## src/rtl/alu_arbiter.sv

```systemverilog
// -----------------------------------------------------------------------------
// alu_arbiter
//
// Two-requester round-robin arbiter and sequencer for a shared combinational
// ALU. One operation is in flight at a time:
//   IDLE : grant one valid requester (combinational ready) and latch its
//          operands and index on the clock edge.
//   EXEC : registered operands drive the ALU for one full cycle. The result
//          is captured at the end of that cycle.
//   RESP : the result is presented, tagged with the owner, until it is
//          accepted.
//
// Ports
//   clk, rst                     clock, synchronous active-high reset
//   req{0,1}_valid / _ready      request handshake (ready is high only in IDLE)
//   req{0,1}_a, _b, _s           operands and operation select
//   alu_a, alu_b, alu_s          registered operands to the ALU
//   alu_y                        combinational ALU result (full YW width)
//   rsp_valid / rsp_ready        response handshake
//   rsp_id, rsp_y                owner tag and captured result
//   busy                         high whenever an operation is in flight
//   op_count                     completed responses, wraps modulo 2**CW
// -----------------------------------------------------------------------------
module alu_arbiter #(
  parameter int DW = 4,
  parameter int SW = 4,
  parameter int YW = 8,
  parameter int CW = 8
) (
  input  logic          clk,
  input  logic          rst,

  input  logic          req0_valid,
  output logic          req0_ready,
  input  logic [DW-1:0] req0_a,
  input  logic [DW-1:0] req0_b,
  input  logic [SW-1:0] req0_s,

  input  logic          req1_valid,
  output logic          req1_ready,
  input  logic [DW-1:0] req1_a,
  input  logic [DW-1:0] req1_b,
  input  logic [SW-1:0] req1_s,

  output logic [DW-1:0] alu_a,
  output logic [DW-1:0] alu_b,
  output logic [SW-1:0] alu_s,
  input  logic [YW-1:0] alu_y,

  output logic          rsp_valid,
  input  logic          rsp_ready,
  output logic          rsp_id,
  output logic [YW-1:0] rsp_y,

  output logic          busy,
  output logic [CW-1:0] op_count
);

  typedef enum logic [1:0] {
    IDLE = 2'd0,
    EXEC = 2'd1,
    RESP = 2'd2
  } state_e;

  state_e        state_q, state_d;
  logic [DW-1:0] alu_a_q, alu_a_d;
  logic [DW-1:0] alu_b_q, alu_b_d;
  logic [SW-1:0] alu_s_q, alu_s_d;
  logic          tag_q, tag_d;        // index of the in-flight requester
  logic          rsp_id_q, rsp_id_d;
  logic [YW-1:0] rsp_y_q, rsp_y_d;
  logic [CW-1:0] op_count_q, op_count_d;
  logic          last_q, last_d;      // requester granted most recently

  logic grant0;
  logic grant1;
  logic accept;

  // ---------------------------------------------------------------------------
  // Arbitration. Grants exist only in IDLE and never while reset is asserted,
  // so at most one ready is high in any cycle. On a tie the requester that was
  // not granted last wins; last_q resets to 1 so requester 0 wins the first tie.
  // ---------------------------------------------------------------------------
  // NOTE: every signal written in an always_comb gets a value on every path
  // (here and below, defaults first); otherwise a latch is inferred.
  always_comb begin
    grant0 = 1'b0;
    grant1 = 1'b0;
    if (state_q == IDLE && !rst) begin
      if (req0_valid && req1_valid) begin
        grant0 = last_q;
        grant1 = !last_q;
      end else begin
        grant0 = req0_valid;
        grant1 = req1_valid;
      end
    end
  end

  assign accept = grant0 | grant1;

  // ---------------------------------------------------------------------------
  // Next-state and datapath. Every register holds by default; operands and the
  // last-grant pointer move only on acceptance, the result only at end of EXEC.
  // ---------------------------------------------------------------------------
  always_comb begin
    state_d    = state_q;
    alu_a_d    = alu_a_q;
    alu_b_d    = alu_b_q;
    alu_s_d    = alu_s_q;
    tag_d      = tag_q;
    rsp_id_d   = rsp_id_q;
    rsp_y_d    = rsp_y_q;
    op_count_d = op_count_q;
    last_d     = last_q;

    unique case (state_q)
      IDLE: begin
        if (accept) begin
          state_d = EXEC;
          alu_a_d = grant1 ? req1_a : req0_a;
          alu_b_d = grant1 ? req1_b : req0_b;
          alu_s_d = grant1 ? req1_s : req0_s;
          tag_d   = grant1;
          last_d  = grant1;
        end
      end
      EXEC: begin
        // The ALU has seen stable operands for the whole cycle; take its
        // result at full width.
        rsp_y_d  = alu_y;
        rsp_id_d = tag_q;
        state_d  = RESP;
      end
      RESP: begin
        if (rsp_ready) begin
          op_count_d = op_count_q + CW'(1);
          state_d    = IDLE;
        end
      end
      default: state_d = IDLE;
    endcase
  end

  // ---------------------------------------------------------------------------
  // State registers. Reset drops any in-flight operation without a response
  // or a count update.
  // ---------------------------------------------------------------------------
  // NOTE: sequential state uses non-blocking assignments so every flop samples
  // the pre-edge values of the others, independent of statement order.
  always_ff @(posedge clk) begin
    if (rst) begin
      state_q    <= IDLE;
      alu_a_q    <= '0;
      alu_b_q    <= '0;
      alu_s_q    <= '0;
      tag_q      <= 1'b0;
      rsp_id_q   <= 1'b0;
      rsp_y_q    <= '0;
      op_count_q <= '0;
      last_q     <= 1'b1;
    end else begin
      state_q    <= state_d;
      alu_a_q    <= alu_a_d;
      alu_b_q    <= alu_b_d;
      alu_s_q    <= alu_s_d;
      tag_q      <= tag_d;
      rsp_id_q   <= rsp_id_d;
      rsp_y_q    <= rsp_y_d;
      op_count_q <= op_count_d;
      last_q     <= last_d;
    end
  end

  // ---------------------------------------------------------------------------
  // Outputs
  // ---------------------------------------------------------------------------
  assign req0_ready = grant0;
  assign req1_ready = grant1;
  assign alu_a      = alu_a_q;
  assign alu_b      = alu_b_q;
  assign alu_s      = alu_s_q;
  assign rsp_valid  = (state_q == RESP);
  assign rsp_id     = rsp_id_q;
  assign rsp_y      = rsp_y_q;
  assign busy       = (state_q != IDLE);
  assign op_count   = op_count_q;

endmodule

```

## config.mk

```make
export PLATFORM = sky130hd
export DESIGN_NAME = alu_arbiter
export DESIGN_NICKNAME = d
export VERILOG_FILES = /design/src/rtl/alu_arbiter.sv
export SDC_FILE = /design/constraint.sdc
export NUM_CORES = 1
export LEC_CHECK = 0
export ABC_AREA = 1
export ABC_CLOCK_PERIOD_IN_PS = 1500
export CAP_MARGIN = 30
export CORE_MARGIN = 2
export CORE_UTILIZATION = 42
export DETAILED_ROUTE_END_ITERATION = 10
export GPL_TIMING_DRIVEN = 0
export PLACE_DENSITY_LB_ADDON = 0.05
export SLEW_MARGIN = 20
export SYNTH_ARGS = -nofsm -noshare
export SYNTH_HDL_FRONTEND = slang
export SYNTH_SLANG_ARGS = --single-unit
export TNS_END_PERCENT = 5
```

## constraint.sdc

```tcl
create_clock -name clk -period 1.5 [get_ports clk]
set_input_delay 0.3 -clock clk [delete_from_list [all_inputs] [get_ports clk]]
set_output_delay 0.3 -clock clk [all_outputs]
set_load 0.005 [all_outputs]
```

## Word level (Yosys, flattened, before mapping)

Index checks and enable logic that the tools add are counted.

- Register bits after elaboration: 33
- Bits of input ports: 37
- Output and inout bits: 33
- Logic and storage cells: 34

- $add $sub $neg: 1
- Equality and inequality tests: 4
- Muxes and demuxes: 10
- Bitwise gates (word level): 1
- Reductions and logical operators: 9

Operators by type and width:

| cell | number |
|---|---|
| 4-bit two-way mux | 3 |
| 8-bit by 1-bit adder with 8-bit output (second input constant) | 1 |
| 2-bit one-hot mux with 3 select lines | 1 |
| 2-bit AND reduction | 3 |
| 1-bit two-way mux | 4 |
| 2-bit two-way mux | 2 |
| 2-bit by 1-bit equality test with 1-bit output (second input constant) | 1 |
| 2-bit equality test (second input constant) | 1 |
| 1-bit logical AND | 2 |
| 1-bit logical NOT | 2 |
| 2-bit logical NOT | 1 |
| 2-bit by 1-bit inequality test with 1-bit output (second input constant) | 1 |
| 2-bit inequality test (second input constant) | 1 |
| 2-bit nonzero test | 1 |
| 1-bit OR | 1 |

## Depth between registers and ports, before layout

- Depth in word-level cells: 6
- Depth in mapped cells: 10
- Mapped depth without buffers: 9

## Worst setup path after synthesis

OpenSTA, ideal clock, no wires.

- Path type: flip-flop to output port
- Start: register state_q[1]
- End: output req1_ready
- Arrival time: 910 ps
- Data required time: 1200 ps
- Setup slack: 290 ps
- Cell stages (with the launch flop): 7
- Path buffers: 1
- Cells stage by stage: dfxtp_1 > inv_2 > nand2_4 > nor2_8 > nand2_4 > buf_6 > inv_1

- Cells in the longest elaborated chain, start to end: 3

Ends and longest elaborated chain:

| element | RTL line | text |
|---|---|---|
| start: declaration | 65 | `state_e state_q, state_d;` |
| start signal: assignment | 163 | `state_q <= state_d;` |
| 2-bit logical NOT | 89 | `if (state_q == IDLE && !rst) begin` |
| 1-bit logical AND | 89 |  |
| 1-bit two-way mux | 89 |  |
| end: declaration | 40 | `output logic req1_ready,` |

Every way passes these cells.

## Worst setup path in the final report

- Start: register state_q[0]
- End: output req0_ready

- Cells in the longest elaborated chain, start to end: 3

Ends and longest elaborated chain:

| element | RTL line | text |
|---|---|---|
| 2-bit logical NOT | 89 |  |
| 1-bit logical AND | 89 |  |
| 1-bit two-way mux | 89 |  |
| end: declaration | 34 | `output logic req0_ready,` |

Every way passes these cells.

==> run metrics <==
io pins=70; clk slew on worst S/H paths=70 ps; # setup viols final=0; final hold vios=0; final hold slack=about 230 ps; part of the power in registers=40.0%; largest cells by area after synthesis=dfxtp_1 (40%), nand2_1 (13%), inv_1 (9.7%), nand3_1 (8.7%), nor2_1 (6.1%); vias in the first global route=between 1500 and 2000; status=completed; fin crit share=97.7%; number of fillers in the final layout=335; gr ovfl total=0; Clock power frac=34.1%; vias per inst=4.47; drc violations=0; post-route setup TNS=0 ps; Cells after Synth=243; fmax=682 MHz; cell total after placement=between 300 and 400; Synthesized Nets=281; Slew Limit Fails=0; P&R area growth vs syn=56.1%; Port Buffer Count=68; diode count=0; P_leak=1.30 nW; most common cell in the netlist=nand2_1; post-detailed-placement half-perimeter wirelength=~2.8 mm; worst-margin pin slew=386 ps; Main synth FF type=dfxtp_1; Iter 0 DRT Violations=just over 50; CP max FO=3; Die Y-Extent=67.0 um; final wirelength=4.01 mm; HP Class=in2reg; Worst EP required=1200 ps; unique cell type count in the Yosys netlist=28; CTS buffer count=5; register area share after synthesis=39.6%; Slew Limit Headroom=74.3%; EDFF count, synth=0; Pwr Density=approximately 960 nW/um2; Clock Sinks=33; Total Power=2.49 mW; die width=67.0 um; Pre-antenna DRT Iters=4; switching share of power=around 28%; depth of the CTS H-tree=2; # rows=22; NetSw=0.690 mW; # hold bufs at CTS=0; critical path class=reg2out; Core Footprint=3740 um2; RSZ-0062 raised after global routing=yes; combinational share of power=between 20% and 30%; layout cells sized above 1=15.9%; Syn. warnings=0; CP Capture Type=primary output; CTS Root Cell=clkbuf_8; asr flop ratio synth=0%; critical path arrival=1170 ps; largest net degree at the start of global routing=15; worst vdd ir=0.000617 V; CTS tree=built; GRT Util Overall=about a fifth; starting density of the core=44.6%; Final GP Congestion=around 0.77; Pint=between 1.5 and 2 mW; leading area contributor after synthesis=dfxtp_1; antenna violations before repair=0; Layout Nets=364; DIE AREA=~4500 um2; drt wl/cell=10.7 um; vias post-DR=1675; startpoint types=flip-flop; top post-synthesis cells by count=nand2_1 (57), inv_1 (43), dfxtp_1 (33), nand3_1 (29), nor2_1 (27); final core occ=69.6%; Netlist Area Pre-Place=about 1700 um2; max-cap violation count=0; final non-filler cell total=375; first-pass GRT wire length=~6.7 mm; syn_area_per_cell=6.87 um2; post-synth top area share=39.6%; clock latency on the worst-skew pair=290 ps; Final min period=1470 ps; Antenna Nets Post-Route=0; Max Clock Skew=about 3.3 ps; Clock Path Buffers=2; Synth Register Bits=33
-- cells in the final DEF (no fill, tap or decap), drive strengths merged, types with 2 or more instances in the layout --
master,count
a21oi,6
buf,17
clkbuf,8
clkdlybuf4s50,60
clkinv,5
dfxtp,33
dlygate4sd2,3
dlymetal6s2s,2
inv,48
nand2,61
nand3,30
nand4,2
nor2,30
o21ai,12
o21bai,2
-- routing by layer --
| metal | track usage, % | share of wire [%] | vias up |
|---|---|---|---|
| met2 | 35.0 | 48 | 42 |
| met3 | 7.77 | 7.0 | 7 |
| met5 | 0 | 0 | - |
| met1 | 21.4 | 43 | 731 |
| li1 | - | - | 895 |
| met4 | 6.12 | 1.3 | 0 |
-- worst max-delay path: stages, from the launching register on --
cell and delay (ps):
dfxtp_2 340, inv_4 70, buf_6 90, nand4_1 100
a21oi_1 140, buf_2 130
-- sequential cells by signal, indices dropped and copies added (netlist names) --
name	flops
alu_a	4
alu_b	4
alu_s	4
last_q	1
op_count	8
rsp_id	1
rsp_y	8
state_q	2
tag_q	1
-- through the flow --
step / cell area, um2 / worst slack, ps
after floorplan: 1670 / 290
after global placement: 2410 / -799
after detailed placement: 2410 / -810
after CTS: 2590 / -110
after global routing: 2610 / -34.5
final: 2610 / 34.4
-- power by group through the flow --
stage	Combinational [mW]	Sequential [mW]	Clock (mW)
after detailed placement	0.610	1.02	0
after global placement	0.605	1.01	0
after floorplan	0.296	1.02	0
after global routing	0.719	1.01	0.913
final	0.644	0.997	0.851
after CTS	0.642	0.998	0.868
-- layout make-up --
type | instances | area [um2] | area share, %
tap | 48 | 60.1 | 2.31
buffer | 8 | 65.1 | 2.50
clock inverter | 3 | 46.3 | 1.78
clock buffer | 5 | 68.8 | 2.64
multi-input combinational | 149 | 748 | 28.7
timing repair buffer | 77 | 738 | 28.3
inverter | 52 | 201 | 7.73
sequential | 33 | 677 | 26.0
-- what timing repair did --
item | in CTS | in global routing
setup buffers | 7 | 2
endpoints found under the setup margin | 8 | 9
pin swaps | 1 | 2
resized for setup | 20 | 13
-- path summary, 6_finish.rpt --
kind / cells after the start / startpoint / end / slack [ps]
worst max register to register: 10 / state_q[0] / alu_b[0] / 140
worst max-delay path: 5 / state_q[0] / req0_ready / 30
worst min register to register: 2 / tag_q / tag_q / 480
worst min-delay path: 2 / rst / state_q[1] / 230
-- kinds of logic (layout without fill, tap and decap cells) --
family	Yosys count	after routing	synth area share, %
simple gates	124	124	33.9
flops	33	33	39.6
compound gates	23	23	9.00
buf+inv	61	145	16.3
xor+xnor	1	1	0.525
fa+ha+maj	1	1	0.750
(Power assumes the default switching activity.)
